===== config.mk =====
export PLATFORM = sky130hd
export DESIGN_NAME = ep_issue_ctrl
export DESIGN_NICKNAME = d
export VERILOG_FILES = /design/src/rtl/descriptions.sv /design/src/rtl/ep_hazard_tracker.sv /design/src/rtl/ep_issue_ctrl.sv
export SDC_FILE = /design/constraint.sdc
export NUM_CORES = 1
export LEC_CHECK = 0
export BUFFER_PORTS_ARGS = -buffer_cell sky130_fd_sc_hd__buf_4
export CAP_MARGIN = 10
export CORE_ASPECT_RATIO = 2
export CORE_UTILIZATION = 58
export CTS_CLUSTER_SIZE = 25
export DETAILED_ROUTE_END_ITERATION = 12
export PLACE_DENSITY = 0.81
export SETUP_SLACK_MARGIN = 0.02
export SYNTH_ARGS = -nofsm -noshare
export SYNTH_HDL_FRONTEND = slang
export SYNTH_SLANG_ARGS = --single-unit

===== constraint.sdc =====
create_clock -name clock -period 4.2 [get_ports clock]
set_clock_uncertainty 0.15 [all_clocks]
set_input_delay 0.42 -clock clock [delete_from_list [all_inputs] [get_ports clock]]
set_output_delay 0.42 -clock clock [all_outputs]
set_load 0.005 [all_outputs]

===== src/rtl/descriptions.sv =====
// Opcode set, latency classes and tracker slot type shared by the even-pipe
// issue controller and its hazard tracker.
//   op_e        : candidate / issued opcode (OP_NOP is the all-zero encoding)
//   slot_t      : one in-flight tracker entry {valid, rt_addr, lat}
//   op_latency  : opcode -> result latency in cycles
package descriptions;

    localparam int REG_W = 7;
    localparam int LAT_W = 3;

    localparam logic [LAT_W-1:0] LAT_SIMPLE = 3'd2;
    localparam logic [LAT_W-1:0] LAT_BYTE   = 3'd4;
    localparam logic [LAT_W-1:0] LAT_LONG   = 3'd7;

    typedef enum logic [4:0] {
        OP_NOP               = 5'd0,
        OP_ADD_WORD          = 5'd1,
        OP_SUB_WORD          = 5'd2,
        OP_AND               = 5'd3,
        OP_OR                = 5'd4,
        OP_NOR               = 5'd5,
        OP_XOR               = 5'd6,
        OP_CMP_EQ            = 5'd7,
        OP_IMM_LOAD          = 5'd8,
        OP_SHIFT_LEFT        = 5'd9,
        OP_ROTATE_WORD       = 5'd10,
        OP_ABS_DIFF          = 5'd11,
        OP_AVG_BYTES         = 5'd12,
        OP_SUM_BYTES         = 5'd13,
        OP_COUNT_ONES        = 5'd14,
        OP_MULTIPLY          = 5'd15,
        OP_FLOATING_ADD      = 5'd16,
        OP_FLOATING_MULTIPLY = 5'd17
    } op_e;

    typedef struct packed {
        logic             valid;
        logic [REG_W-1:0] rt_addr;
        logic [LAT_W-1:0] lat;
    } slot_t;

    function automatic logic [LAT_W-1:0] op_latency(input op_e op);
        case (op)
            OP_SHIFT_LEFT, OP_ROTATE_WORD, OP_ABS_DIFF,
            OP_AVG_BYTES, OP_SUM_BYTES, OP_COUNT_ONES:        op_latency = LAT_BYTE;
            OP_MULTIPLY, OP_FLOATING_ADD, OP_FLOATING_MULTIPLY: op_latency = LAT_LONG;
            default:                                          op_latency = LAT_SIMPLE;
        endcase
    endfunction

endpackage


===== src/rtl/ep_hazard_tracker.sv =====
// Shift register of in-flight writers plus RAW match logic.
//   clock_i, reset_i : clock, async active-high reset
//   flush_i          : invalidate every slot on the next edge
//   load_i           : an accepted writer enters slot 1 (else slot 1 is a bubble)
//   load_rt_i/lat_i  : destination and latency of the accepted writer
//   ra/rb/rc_i       : candidate source addresses, src_use_i selects which count
//   hit_o            : some unresolved slot matches a used source
module ep_hazard_tracker
    import descriptions::*;
#(
    parameter int DEPTH = 7
) (
    input  logic             clock_i,
    input  logic             reset_i,
    input  logic             flush_i,
    input  logic             load_i,
    input  logic [REG_W-1:0] load_rt_i,
    input  logic [LAT_W-1:0] load_lat_i,
    input  logic [REG_W-1:0] ra_i,
    input  logic [REG_W-1:0] rb_i,
    input  logic [REG_W-1:0] rc_i,
    input  logic [2:0]       src_use_i,
    output logic             hit_o
);

    // slot_q[s] holds the instruction accepted s cycles ago
    slot_t slot_q [DEPTH:1];

    always_ff @(posedge clock_i or posedge reset_i) begin
        if (reset_i) begin
            for (int s = 1; s <= DEPTH; s++) slot_q[s] <= '0;
        end else if (flush_i) begin
            for (int s = 1; s <= DEPTH; s++) slot_q[s] <= '0;
        end else begin
            slot_q[1] <= load_i ? slot_t'{valid: 1'b1, rt_addr: load_rt_i, lat: load_lat_i}
                                : '0;
            for (int s = 2; s <= DEPTH; s++) slot_q[s] <= slot_q[s-1];
        end
    end

    // A slot of age s is still unresolved while s < lat; its result is
    // usable by a candidate exactly lat cycles after acceptance.
    always_comb begin
        hit_o = 1'b0;
        for (int s = 1; s <= DEPTH; s++) begin
            if (slot_q[s].valid && (s < int'(slot_q[s].lat))) begin
                if ((src_use_i[0] && (slot_q[s].rt_addr == ra_i)) ||
                    (src_use_i[1] && (slot_q[s].rt_addr == rb_i)) ||
                    (src_use_i[2] && (slot_q[s].rt_addr == rc_i))) begin
                    hit_o = 1'b1;
                end
            end
        end
    end

endmodule


===== src/rtl/ep_issue_ctrl.sv =====
// Even-pipe issue controller: accepts a candidate when no RAW hazard is
// pending, registers the issue, and counts hazard-stall cycles.
//   clock, reset        : clock, async active-high reset
//   in_valid / in_ready : candidate present / accepted this cycle
//                         (accept = in_valid & in_ready; in_ready does not
//                         depend on in_valid being low)
//   in_op, in_*_addr    : candidate opcode, sources, destination
//   in_src_use, in_wr_en: used-source flags {rc,rb,ra}, writes rt
//   flush               : drop all tracking and the pending issue
//   iss_*               : registered issue, one cycle after acceptance
//   hazard              : combinational RAW block of the current candidate
//   stall_cnt           : saturating hazard-stall cycle count
module ep_issue_ctrl
    import descriptions::*;
#(
    parameter int DEPTH = 7,
    parameter int CNT_W = 16
) (
    input  logic             clock,
    input  logic             reset,
    input  logic             in_valid,
    output logic             in_ready,
    input  op_e              in_op,
    input  logic [REG_W-1:0] in_ra_addr,
    input  logic [REG_W-1:0] in_rb_addr,
    input  logic [REG_W-1:0] in_rc_addr,
    input  logic [2:0]       in_src_use,
    input  logic [REG_W-1:0] in_rt_addr,
    input  logic             in_wr_en,
    input  logic             flush,
    output logic             iss_valid,
    output op_e              iss_op,
    output logic [REG_W-1:0] iss_rt_addr,
    output logic             iss_wr_en,
    output logic             hazard,
    output logic [CNT_W-1:0] stall_cnt
);

    logic hit;
    logic accept;

    logic             iss_valid_q, iss_valid_d;
    op_e              iss_op_q, iss_op_d;
    logic [REG_W-1:0] iss_rt_q, iss_rt_d;
    logic             iss_wr_q, iss_wr_d;
    logic [CNT_W-1:0] stall_cnt_q, stall_cnt_d;

    ep_hazard_tracker #(.DEPTH(DEPTH)) u_tracker (
        .clock_i    (clock),
        .reset_i    (reset),
        .flush_i    (flush),
        .load_i     (accept & in_wr_en),
        .load_rt_i  (in_rt_addr),
        .load_lat_i (op_latency(in_op)),
        .ra_i       (in_ra_addr),
        .rb_i       (in_rb_addr),
        .rc_i       (in_rc_addr),
        .src_use_i  (in_src_use),
        .hit_o      (hit)
    );

    // The candidate is never compared with itself: the tracker only holds
    // already-accepted instructions.
    assign hazard   = in_valid & hit;
    assign in_ready = ~hazard & ~flush & ~reset;
    assign accept   = in_valid & in_ready;

    always_comb begin
        iss_valid_d = accept;
        iss_op_d    = accept ? in_op      : iss_op_q;
        iss_rt_d    = accept ? in_rt_addr : iss_rt_q;
        iss_wr_d    = accept ? in_wr_en   : iss_wr_q;
        stall_cnt_d = stall_cnt_q;
        if (in_valid && hazard && !flush && !(&stall_cnt_q)) begin
            stall_cnt_d = stall_cnt_q + CNT_W'(1);
        end
    end

    always_ff @(posedge clock or posedge reset) begin
        if (reset) begin
            iss_valid_q <= 1'b0;
            iss_op_q    <= OP_NOP;
            iss_rt_q    <= '0;
            iss_wr_q    <= 1'b0;
            stall_cnt_q <= '0;
        end else begin
            iss_valid_q <= iss_valid_d;
            iss_op_q    <= iss_op_d;
            iss_rt_q    <= iss_rt_d;
            iss_wr_q    <= iss_wr_d;
            stall_cnt_q <= stall_cnt_d;
        end
    end

    assign iss_valid   = iss_valid_q;
    assign iss_op      = iss_op_q;
    assign iss_rt_addr = iss_rt_q;
    assign iss_wr_en   = iss_wr_q;
    assign stall_cnt   = stall_cnt_q;

endmodule


# After elaboration in Yosys (flattened, before gate mapping)
# Memories as Yosys holds them, arrays and structs flattened.
# Index checks and enable logic that the tools add are counted.
[word_totals]
ff_bits = 96
rom_bits = 96
output_inout_bits = 32
wordCells = 113
memories = 1
[classes]
add_sub_neg = 1
magnitude_cmp = 6
n_eq_ne = 18
mux = 14
bitwise_logic = 8
reduce_logical = 42
[memory_table]
columns = ["name", "depth", "word_bits", "read_ports", "rd_clocked_by_memory_dff", "write_ports", "line", "source"]
rows = [
  ["(name not given)", 32, 3, 1, 0, 0, "descriptions.sv:43", "case (op)"],
]
[ops]
columns = ["cell", "count"]
rows = [
  ["7-bit == test", 18],
  ["66-bit 2-to-1 mux", 1],
  ["1-bit logical AND", 27],
  ["16-bit by 1-bit adder with 16-bit output (second input constant)", 1],
  ["16-bit AND reduction", 1],
  ["1-bit logical OR", 12],
  ["1-bit 2-to-1 mux", 12],
  ["11-bit 2-to-1 mux", 1],
  ["3-bit < comparator (first input constant)", 3],
  ["2-bit by 3-bit < comparator with 1-bit output (first input constant)", 2],
  ["1-bit bitwise AND", 5],
  ["1-bit by 3-bit < comparator with 1-bit output (first input constant)", 1],
  ["1-bit inverter", 3],
  ["1-bit logical NOT", 2],
]

# Logic depth before layout (Yosys ltp)
# Gate-level depths: netlist (run 1).
[logic_depth]
depth_word = 24
mapped_depth = 10
mapped_depth_nobuf = 8

# Modules after synthesis
# From an unflattened synthesis (run 1), not the netlist that was laid out.
[unflattened]
hier_cells = 468
area_unflattened_um2 = 5111.2
[modules_own_cells]
columns = ["module", "instances", "cells_each", "area_per_inst_um2", "seq_area_each_um2"]
rows = [
  ["ep_hazard_tracker", 1, 354, 3721.1, 1651.6],
  ["ep_issue_ctrl", 1, 114, 1390.1, 750.7],
]

# Least setup slack after synthesis (run 1)
# No wires, ideal clock.
[synth_timing]
kind = "input port to flip-flop"
from = "input port in_ra_addr[0]"
to = "register iss_op_q[4] (netlist: iss_op[4])"
setup_time_ns = 0.127
t_arrival_ns = 2.398
path_slack_ns = 1.524
stages = 10
n_path_buf = 2
path_cell_list = "buf_4 xnor2_1 nand4_1 nor2_1 o311ai_1 o21ai_1 nor3_2 nor4b_4 buf_6 mux2_1"
[synth_via]
elab_chain_len = 21
word_cells_on_any_way = 41
[synth_rtl]
columns = ["item", "line", "source"]
rows = [
  ["start, declared", "ep_issue_ctrl.sv:24", "input logic [REG_W-1:0] in_ra_addr,"],
  ["7-bit == test", "ep_hazard_tracker.sv:47", "if ((src_use_i[0] && (slot_q[s].rt_addr == ra_i)) ||"],
  ["1-bit logical AND", "ep_hazard_tracker.sv:47", ""],
  ["1-bit logical OR", "ep_hazard_tracker.sv:47", ""],
  ["1-bit logical OR", "ep_hazard_tracker.sv:48", "(src_use_i[1] && (slot_q[s].rt_addr == rb_i)) ||"],
  ["1-bit 2-to-1 mux", "ep_hazard_tracker.sv:47", ""],
  ["1-bit 2-to-1 mux", "ep_hazard_tracker.sv:46", "if (slot_q[s].valid && (s < int'(slot_q[s].lat))) begin"],
  ["1-bit 2-to-1 mux", "ep_hazard_tracker.sv:47", ""],
  ["1-bit 2-to-1 mux", "ep_hazard_tracker.sv:46", ""],
  ["[... 4 more ...]", "--", ""],
  ["1-bit 2-to-1 mux", "ep_hazard_tracker.sv:47", ""],
  ["1-bit 2-to-1 mux", "ep_hazard_tracker.sv:46", ""],
  ["1-bit 2-to-1 mux", "ep_hazard_tracker.sv:47", ""],
  ["1-bit 2-to-1 mux (*)", "ep_hazard_tracker.sv:46", ""],
  ["1-bit bitwise AND (*)", "ep_issue_ctrl.sv:64", "assign hazard = in_valid & hit;"],
  ["1-bit inverter (*)", "ep_issue_ctrl.sv:65", "assign in_ready = ~hazard & ~flush & ~reset;"],
  ["1-bit bitwise AND (*) (2 in a row)", "ep_issue_ctrl.sv:65", ""],
  ["1-bit bitwise AND (*)", "ep_issue_ctrl.sv:66", "assign accept = in_valid & in_ready;"],
  ["end signal, assigned", "ep_issue_ctrl.sv:88", "iss_op_q <= iss_op_d;"],
  ["end, declared", "ep_issue_ctrl.sv:43", "op_e iss_op_q, iss_op_d;"],
]
# Every way passes the cells marked *; elsewhere a longest branch is shown, timed or not.
# A chain may end at the register's enable or synchronous reset.

# Worst setup path after layout (run 1)
[layout_timing]
from = "register u_tracker.slot_q[9] in the netlist's numbering"
to = "output port in_ready"
[layout_via]
elab_chain_len = 20
word_cells_on_any_way = 24
[layout_rtl]
columns = ["item", "line", "source"]
rows = [
  ["start, declared", "ep_hazard_tracker.sv:27", "slot_t slot_q [DEPTH:1];"],
  ["7-bit == test, on equally long branches", "ep_hazard_tracker.sv:47, ep_hazard_tracker.sv:48", ""],
  ["1-bit logical AND, on equally long branches", "ep_hazard_tracker.sv:47, ep_hazard_tracker.sv:48", ""],
  ["1-bit logical OR", "ep_hazard_tracker.sv:47", ""],
  ["1-bit logical OR (*)", "ep_hazard_tracker.sv:48", ""],
  ["1-bit 2-to-1 mux (*)", "ep_hazard_tracker.sv:47", ""],
  ["1-bit 2-to-1 mux (*)", "ep_hazard_tracker.sv:46", ""],
  ["1-bit 2-to-1 mux", "ep_hazard_tracker.sv:47", ""],
  ["1-bit 2-to-1 mux (*)", "ep_hazard_tracker.sv:46", ""],
  ["[... 3 more ...]", "--", ""],
  ["1-bit 2-to-1 mux (*)", "ep_hazard_tracker.sv:46", ""],
  ["1-bit 2-to-1 mux", "ep_hazard_tracker.sv:47", ""],
  ["1-bit 2-to-1 mux (*)", "ep_hazard_tracker.sv:46", ""],
  ["1-bit 2-to-1 mux", "ep_hazard_tracker.sv:47", ""],
  ["1-bit 2-to-1 mux (*)", "ep_hazard_tracker.sv:46", ""],
  ["1-bit bitwise AND (*)", "ep_issue_ctrl.sv:64", ""],
  ["1-bit inverter (*)", "ep_issue_ctrl.sv:65", ""],
  ["1-bit bitwise AND (*) (2 in a row)", "ep_issue_ctrl.sv:65", ""],
  ["end, declared", "ep_issue_ctrl.sv:22", "output logic in_ready,"],
]
# Marked as above.

==> impl.org, run 1 <==
** Pwr
- Largest voltage drop on the vdd net :: between 0.4 and 0.5 mV
- Per report_power, the clock group accounts for 41.1% of the total.
- For this design the ratio of total power to cell area is around 350 nW/um2.
- Comb power frac :: 12.1%
- The internal portion of the total power is 1550 uW.
- Summed over all nets, the switching power comes to between 500 and 600 uW.
- Sequential Power Share :: 46.8%
- Net switching is 25.3% of the power.
- Summed over all cells, the static leakage comes to between 0.002 and 0.003 uW.
- Power, Total :: 2080 uW

** STA
- Number of pins exceeding their max-slew limit in the final report :: 0
- Setup repair after global routing missed its margin :: false
- The smallest clock period supported by the final layout is computed as 3.08 ns.
- Number of failing hold endpoints at the final stage :: 0
- The worst path uses 73.3% of the clock period.
- Sum of negative setup slack :: 0 ns
- At the pin with the least slew margin, the transition time is 0.592 ns.
- Setup violations remaining at the end of the flow were counted as 0.
- Worst slew margin :: 60.5%
- Static timing analysis puts the maximum clock frequency at approximately 320 MHz.

** Clock tree
- Clock latency of the later-clocked register in the worst-skew pair :: 0.35 ns
- CTS built an H-tree with a depth of 3.
- TritonCTS built the clock tree.
- CTS Root Cell :: sky130_fd_sc_hd__clkbuf_16
- The tree built by TritonCTS fans out to 96 sinks.
- Cts bufs inserted :: 9
- Clock-pin slew was measured on the worst setup and hold paths at 0.07 ns.
- The clock passes through at most 2 buffers.
- After clock tree synthesis, the repair step resized 0 gates.

** Logic synthesis
- The cell area that synthesis handed to floorplanning was about 5100 um2.
- Netlist cell types :: 35
- Number of enable-type register cells in the synthesized netlist :: 0
- Cell taking the most area after synthesis :: sky130_fd_sc_hd__dfrtp_1
- Summing the sequential cell areas from Yosys gives 46.9% of the chip area.
- Leading cell type by number of instances after synthesis :: sky130_fd_sc_hd__xnor2_1
- Biggest area contributors in the synthesized netlist :: sky130_fd_sc_hd__dfrtp_1 47%, sky130_fd_sc_hd__xnor2_1 23%, sky130_fd_sc_hd__nor2b_1 6.7%
- Synthesis inferred 96 register bits.
- Synthesis produced a netlist whose cell count is 470.
- In the synthesized netlist the async set-or-reset flop fraction comes to 100%.
- During synthesis, Yosys emitted a total of 0 warnings.
- Post-synth top area share :: 46.9%
- The number of nets in the synthesized netlist is 512.
- Prevailing post-synth register cell :: sky130_fd_sc_hd__dfrtp_1
- Most common library cells after synthesis :: 134 x sky130_fd_sc_hd__xnor2_1, 96 x sky130_fd_sc_hd__dfrtp_1, 55 x sky130_fd_sc_hd__nor2b_1, 40 x sky130_fd_sc_hd__nand4_1, 21 x sky130_fd_sc_hd__nor2_1
- Mapped Avg Cell Area :: 10.9 um2

** Drt
- Routed wire length :: 12,500 um
- Routed len/inst :: 19.8 um
- 1st-iter DRT viols :: 180
- Count of antenna-violating nets left after detailed routing :: 0
- DR vias/cell :: slightly below 6
- Summing over every cut layer, the via total after detailed routing is ~3.7k.
- Residual DRC count :: 0
- For this run, the detailed router's first-pass iteration total came to 4.

** Global route
- Entering global routing, the biggest net connects 65 pins.
- In the global route stage, overall resource usage came out at 29.9%.
- The number of global-route vias before repair was 3,872.
- The first global-routing pass estimated between 15,000 and 20,000 um of wire.
- Antenna violations before repair :: 0
- Congestion Overflow GR :: 0

** Cells and area
- At the end of the flow, the number of nets in the layout was 567.
- Cells with a size suffix above 1 make up approximately 19% of the layout.
- The finished cells cover roughly 6000 um2.
- The number of antenna diodes in the final layout is 0.
- Relative to the synthesized area, the layout overhead comes to 16.3%.

** Critical path
- Of all nets on the critical path, the largest fanout is 17.
- Across all register-to-register paths, the minimum setup slack is 1.25 ns.
- Origin of the critical flop-to-flop path :: u_tracker.slot_q[9]$_DFF_PP0_
- Path depth of the worst reg2reg path :: 10
- End of the worst register-to-register path :: iss_rt_addr[1]$_DFFE_PP0P_
- The worst setup path is launched from a flip-flop.
- Path type of the worst setup path :: reg -> out
- STA classifies the critical path endpoint as an output pin.
- For the worst setup path, the data arrival time is between 2 and 3 ns.
- Worst Path Required :: 3.63 ns

** Flow run
- The tool flagged a number of max-cap violations equal to 0.

** Min path
- The startpoint identified for the worst hold timing path is in_rt_addr[2].
- Path type of the worst min-delay path :: in -> reg
- For hold timing, the worst endpoint is iss_rt_addr[2]$_DFFE_PP0P_.
- Along the worst hold path, the cell count comes to 2.

** Floorplan
- From bottom edge to top edge, the die measures 135 um.
- Die footprint :: 9230 um2
- Measured along the x axis, the die boundary spans 68.4 um.
- Once the floorplan was initialized, standard cells occupied between 50 and 60% of the core.
- Number of placement rows :: 48
- Area of the placeable core :: 8590 um2
- Count of pins on the block boundary :: 73

** Place
- In this run the tool buffered the top-level ports with 72 buffer cells.
- DP Area :: 5610 um2
- The congestion estimate from routability-driven global placement came to 1.01.
- Post-detailed-placement half-perimeter wirelength :: 9300 um

** Outcome
- Run status :: finished, final reports clean
registers in the layout (all words and copies together), names as in the netlist:
signal / flops
iss_op: 5
iss_rt_addr: 7
iss_valid: 1
iss_wr_en: 1
stall_cnt: 16
u_tracker.slot_q: 66
how the worst max path moves through the flow:
| stage | from | end | slack [ns] |
|---|---|---|---|
| after floorplan | reset | iss_op[0]$_DFFE_PP0P_ | 1.12 |
| after global placement | in_rb_addr[6] | iss_rt_addr[5]$_DFFE_PP0P_ | 1.21 |
| after detailed placement | in_rb_addr[6] | iss_op[0]$_DFFE_PP0P_ | 1.19 |
| after CTS | u_tracker.slot_q[9]$_DFF_PP0_ | in_ready | 1.15 |
| after global routing | u_tracker.slot_q[9]$_DFF_PP0_ | in_ready | 1.06 |
| final | u_tracker.slot_q[9]$_DFF_PP0_ | in_ready | 1.12 |
cells by family after synthesis:
logic type / count (synthesis) / synth area share, %
compound gates: 12 / 1.59
xor+xnor: 141 / 24.1
fa+ha+maj: 1 / 0.244
buf+inv: 36 / 4.06
flops: 96 / 46.9
mux: 14 / 3.08
simple gates: 170 / 20.0
worst max-delay path: stages, from the launching register on:
cell                      delay, ns
sky130_fd_sc_hd__dfrtp_1       0.45
sky130_fd_sc_hd__xnor2_1       0.21
sky130_fd_sc_hd__nand4_1       0.11
sky130_fd_sc_hd__nor2_1        0.05
sky130_fd_sc_hd__nor3_1        0.35
sky130_fd_sc_hd__o22ai_1       0.17
sky130_fd_sc_hd__nor3_2        0.22
sky130_fd_sc_hd__buf_4         0.23
sky130_fd_sc_hd__nor2_1        0.08
sky130_fd_sc_hd__nor3_1        0.15
sky130_fd_sc_hd__buf_4         0.14
metal layers:
layer,share of wire [%],global-route usage (%)
met3,3.4,5.66
met2,56,53.5
met1,35,29.3
met5,0,0
met4,5.7,19.6
cells in the final DEF, fill, tap and decap left out, types with 2 or more instances in the layout:
master                      synthesis  routed
sky130_fd_sc_hd__nand4_1           40      40
sky130_fd_sc_hd__nand3_1            9       9
sky130_fd_sc_hd__dfrtp_1           96      96
sky130_fd_sc_hd__o311ai_1           2       2
sky130_fd_sc_hd__buf_4             15      75
sky130_fd_sc_hd__nor2_1            21      21
sky130_fd_sc_hd__clkinv_4           0       2
sky130_fd_sc_hd__mux2_1             8       8
sky130_fd_sc_hd__mux2_2             6       6
sky130_fd_sc_hd__o21ai_0            4       4
sky130_fd_sc_hd__xnor2_1          134     134
sky130_fd_sc_hd__nor4_1             2       2
sky130_fd_sc_hd__and2_1             2       2
sky130_fd_sc_hd__nor2b_1           55      55
sky130_fd_sc_hd__inv_8              0       2
sky130_fd_sc_hd__clkbuf_16          0       9
sky130_fd_sc_hd__nand4b_1           4       4
sky130_fd_sc_hd__inv_1              3       2
sky130_fd_sc_hd__or4_1              4       4
sky130_fd_sc_hd__xor2_1             7       7
sky130_fd_sc_hd__nor3_1            10      10
sky130_fd_sc_hd__and3_1            17      17
metrics by stage:
stage / worst slack, ns / instances / hold WS [ns] / util, %
after floorplan: 1.12 / 470 / 0.289 / -
after global placement: 1.21 / 612 / 0.294 / 65.4
after detailed placement: 1.19 / 612 / 0.303 / 65.4
after CTS: 1.15 / 628 / 0.140 / 69.0
after global routing: 1.06 / 630 / 0.145 / 69.3
final: 1.12 / 630 / 0.149 / 69.3
power by group through the flow:
stage	sequential (uW)	combinational [uW]	clock (uW)
floorplan	988	150	0
global placement	989	246	0
detailed placement	989	250	0
CTS	972	251	872
global route	975	272	903
finish	972	252	853
cell type report:
cell class,count,area [um2]
fillers,659,2630
multi-input cells,338,2510
clock buffers,9,225
inverters,3,12.5
well taps,100,125
repair buffers,77,593
flip-flops and latches,96,2400
clock inverters,7,86.3
timing repair:
action	CTS	global route
hold endpoints to repair	0	22
hold buffers	0	1
setup buffers	0	0
Power figures use the tool's default switching activity.
==> inputs of run 2 (changes only) <==
Settings changed: CORE_UTILIZATION 58 to 52, PLACE_DENSITY 0.81 to 0.76.
Clock period 4.2 ns to 2.79 ns, I/O delays scaled along.
==> impl.org, run 2 (synthesis gave the netlist of run 1 again) <==
** Outcome
- Run status :: finished, final reports clean

** Critical path
- Worst setup path startpoint :: u_tracker.slot_q[20]$_DFF_PP0_
- STA puts the critical path data required time at 2.36 ns.
- The critical path is of the reg -> out type.
- The endpoint identified for the worst register-to-register timing path is iss_op[0]$_DFFE_PP0P_.
- Biggest fanout along the worst timing path :: 4
- Origin of the critical flop-to-flop path :: u_tracker.slot_q[20]$_DFF_PP0_
- In this design, the stage delay of the slowest critical-path cell is 0.45 ns.
- At the worst endpoint, the arrival time is 2.31 ns.
- The kind of cell with the highest combined delay along the critical path is simple AND/OR/NAND/NOR gates.
- Endpoint type of the worst setup path :: output pin
- Counting buffers and inverters, the worst setup path is 10 cells deep.
- The worst setup path is launched from a flip-flop.
- R2R setup slack :: roughly 0.090 ns
- Walking the worst path, the cells encountered are xnor2_1 > nand4_1 > nor2_1 > o311ai_1 > o21ai_1 > nor3_2 > buf_6 > nor2_4 > nor3_2 > buf_4.
- Path depth of the worst reg2reg path :: 10
- Capturing instance or port of the critical path :: in_ready
- Buffering stage count on the worst path with inverters included :: 2
- The slowest stage of the critical path is the sky130_fd_sc_hd__dfrtp_2 cell.
- Most prevalent standard cell on the critical path :: sky130_fd_sc_hd__nor3_2

** Clock tree
- For the worst-skew pair, the clock arrives at the later sink with an insertion delay of 0.34 ns.
- In this run, CTS created clock tree buffers numbering 9.
- CTS tree :: yes
- CTS Root Cell :: sky130_fd_sc_hd__clkbuf_16
- After clock tree synthesis, the clock-pin slew on the worst setup and hold paths is 0.07 ns.
- The clock passes through at most 2 buffers.
- H-Tree Level Count :: 3
- The clock net in this run drives a total of 96 sinks.

** STA
- Setup repair after global routing missed its margin :: true
- The final max-slew violation count is 0.
- In the final timing run, aggregate negative setup slack is 0 ns.
- At the pin with the least slew margin, the transition time is just over 0.6 ns.
- Final clock period utilization by the worst path :: a little over nine tenths
- Final setup violating endpoints :: 0
- Final WS setup :: approximately 0.05 ns
- For this run, the top clock speed supported by timing is around 370 MHz.
- The final count of hold timing violations was 0.
- Measured against its own limit, the worst slew margin works out to 59.4%.
- The routed design could run at a clock period as short as 2.74 ns.

** Floorplan
- Die Ht :: between 100 and 150 um
- Number of placement rows :: 50
- Once the floorplan was initialized, standard cells occupied 54.2% of the core.
- Area of the placeable core :: 9450 um2
- The die covers 10,300 um2.
- Count of pins on the block boundary :: 73
- Width of the chip :: 72.2 um

** Global route
- Global routing used 26.9% of the available tracks.
- Pin count of the biggest net entering global routing :: 60
- The total overflow left after global routing is 0.
- Wire length of the first global-routing pass :: 20,200 um
- Number of global-route vias before repair :: between 3k and 4k
- Antenna violations before repair :: 0

** Drt
- Number of detailed-routing iterations run before antenna repair :: 4
- In the routed design, unresolved DRC markers number 0.
- 1st-iter DRT viols :: 193
- In this run the remaining antenna-violating nets after routing total 0.
- Using the TritonRoute via totals, the vias-per-cell ratio works out to about 5.5.
- Routed wire length :: 12,800 um
- The routed layout has ~3.7k vias.
- Routed len/inst :: between 15 and 20 um

** Place
- Detailed placement ended at an HPWL of between 9000 and 10,000 um.
- Placed cell count :: 644
- The congestion estimate from routability-driven global placement came to around 1.0.
- Timing analysis after detailed placement gives a worst setup slack of between 0.15 and 0.2 ns.
- Buffers placed on the I/O ports in this run total 72.

** Cells and area
- The repair_antennas step left the layout with diodes totalling 0.
- From synthesis to final layout, the design area changed by 20.1%.
- Commonest non-fill, non-tap cell in the layout :: sky130_fd_sc_hd__xnor2_1
- For this run, the number of standard cells in the final layout without fillers is 667.
- For this run, the post-layout net count is between 500 and 600.
- The register with the most flip-flops in the layout has 66 of them.
- Ratio of cells with drive above 1 in the final layout :: between 20% and 30%
- Commonest non-fill, non-tap cells in the layout :: 133 x sky130_fd_sc_hd__xnor2_1, 89 x sky130_fd_sc_hd__dfrtp_1, 78 x sky130_fd_sc_hd__buf_4
- More flip-flops sit in one register than any other, and that register is u_tracker.slot_q.

** Pwr
- VDD sags by at most 0.502 mV.
- Pwr/cell area :: just over 500 nW/um2
- For this design the static power due to leakage is 0.00260 uW.

** Flow run
- Across the run, the number of max-cap violations was 0.

** Min path
- Hold path start :: in_rt_addr[0]
- Path type of the worst min-delay path :: in -> reg
==> run 2: cell count changes in the layout (fill, tap and decap cells not counted), moves of 2 or more <==
cell and change:
sky130_fd_sc_hd__dfrtp_1 -7, sky130_fd_sc_hd__dfrtp_2 +7, sky130_fd_sc_hd__mux2_4 +6, sky130_fd_sc_hd__mux2_1 -4
sky130_fd_sc_hd__buf_4 +3, sky130_fd_sc_hd__nor3_1 -3, sky130_fd_sc_hd__nor3_2 +3, sky130_fd_sc_hd__dlygate4sd3_1 +2
sky130_fd_sc_hd__mux2_2 -2
==> run 2: area by class of cell <==
type | count | area, um2
fillers | 740 | 3300
multi-input cells | 338 | 2570
flip-flops and latches | 96 | 2410
repair buffers | 85 | 692
clock buffers | 9 | 225
well taps | 130 | 163
clock inverters | 6 | 75.1
inverters | 3 | 15.0
==> run 2: where the power goes <==
part | total (uW) | internal, uW | switching, uW
Combinational | 399 | 208 | 191
Sequential | 1470 | 1430 | 31.4
Clock | 1250 | 704 | 546
==> run 2: worst min-delay path by stage <==
| stage | slack, ns | depth (start not counted) | end |
|---|---|---|---|
| floorplan | 0.26 | 1 | iss_op[4]$_DFFE_PP0P_ |
| global placement | 0.25 | 2 | u_tracker.slot_q[60]$_DFF_PP0_ |
| detailed placement | 0.25 | 2 | u_tracker.slot_q[60]$_DFF_PP0_ |
| CTS | 0.00002 | 2 | iss_rt_addr[0]$_DFFE_PP0P_ |
| global route | 0.008 | 2 | iss_rt_addr[0]$_DFFE_PP0P_ |
| finish | 0.009 | 2 | iss_rt_addr[0]$_DFFE_PP0P_ |
==> run 2: per-stage QoR <==
step           utilization (%)  power [uW]  area, um2  hold WS, ns
2_1_floorplan                -        1710       5120        0.264
3_3_place_gp              60.3        1860       5690        0.246
3_5_place_dp              60.3        1870       5690        0.252
4_1_cts                   64.1        3120       6050    0.0000225
5_1_grt                   65.1        3220       6150      0.00769
6_report                  65.1        3120       6150      0.00892
==> run 2: per-layer routing <==
metal  GRT usage [%]  vias up  wire length [um]
li1                -     1692                 -
met1            27.2     1821              4530
met2            48.5      131              7050
met3            4.96       47               456
met4            18.1        0               740
met5               0        -                 0
==> run 2: timing repair <==
action / CTS / global route
hold buffers: 3 / 0
gates resized for setup: 7 / 15
gates cloned: 0 / 1
endpoints found under the setup margin: 1 / 22
pin swaps: 1 / 6
buffers inserted: 2 / 2
hold endpoints to repair: 24 / 0
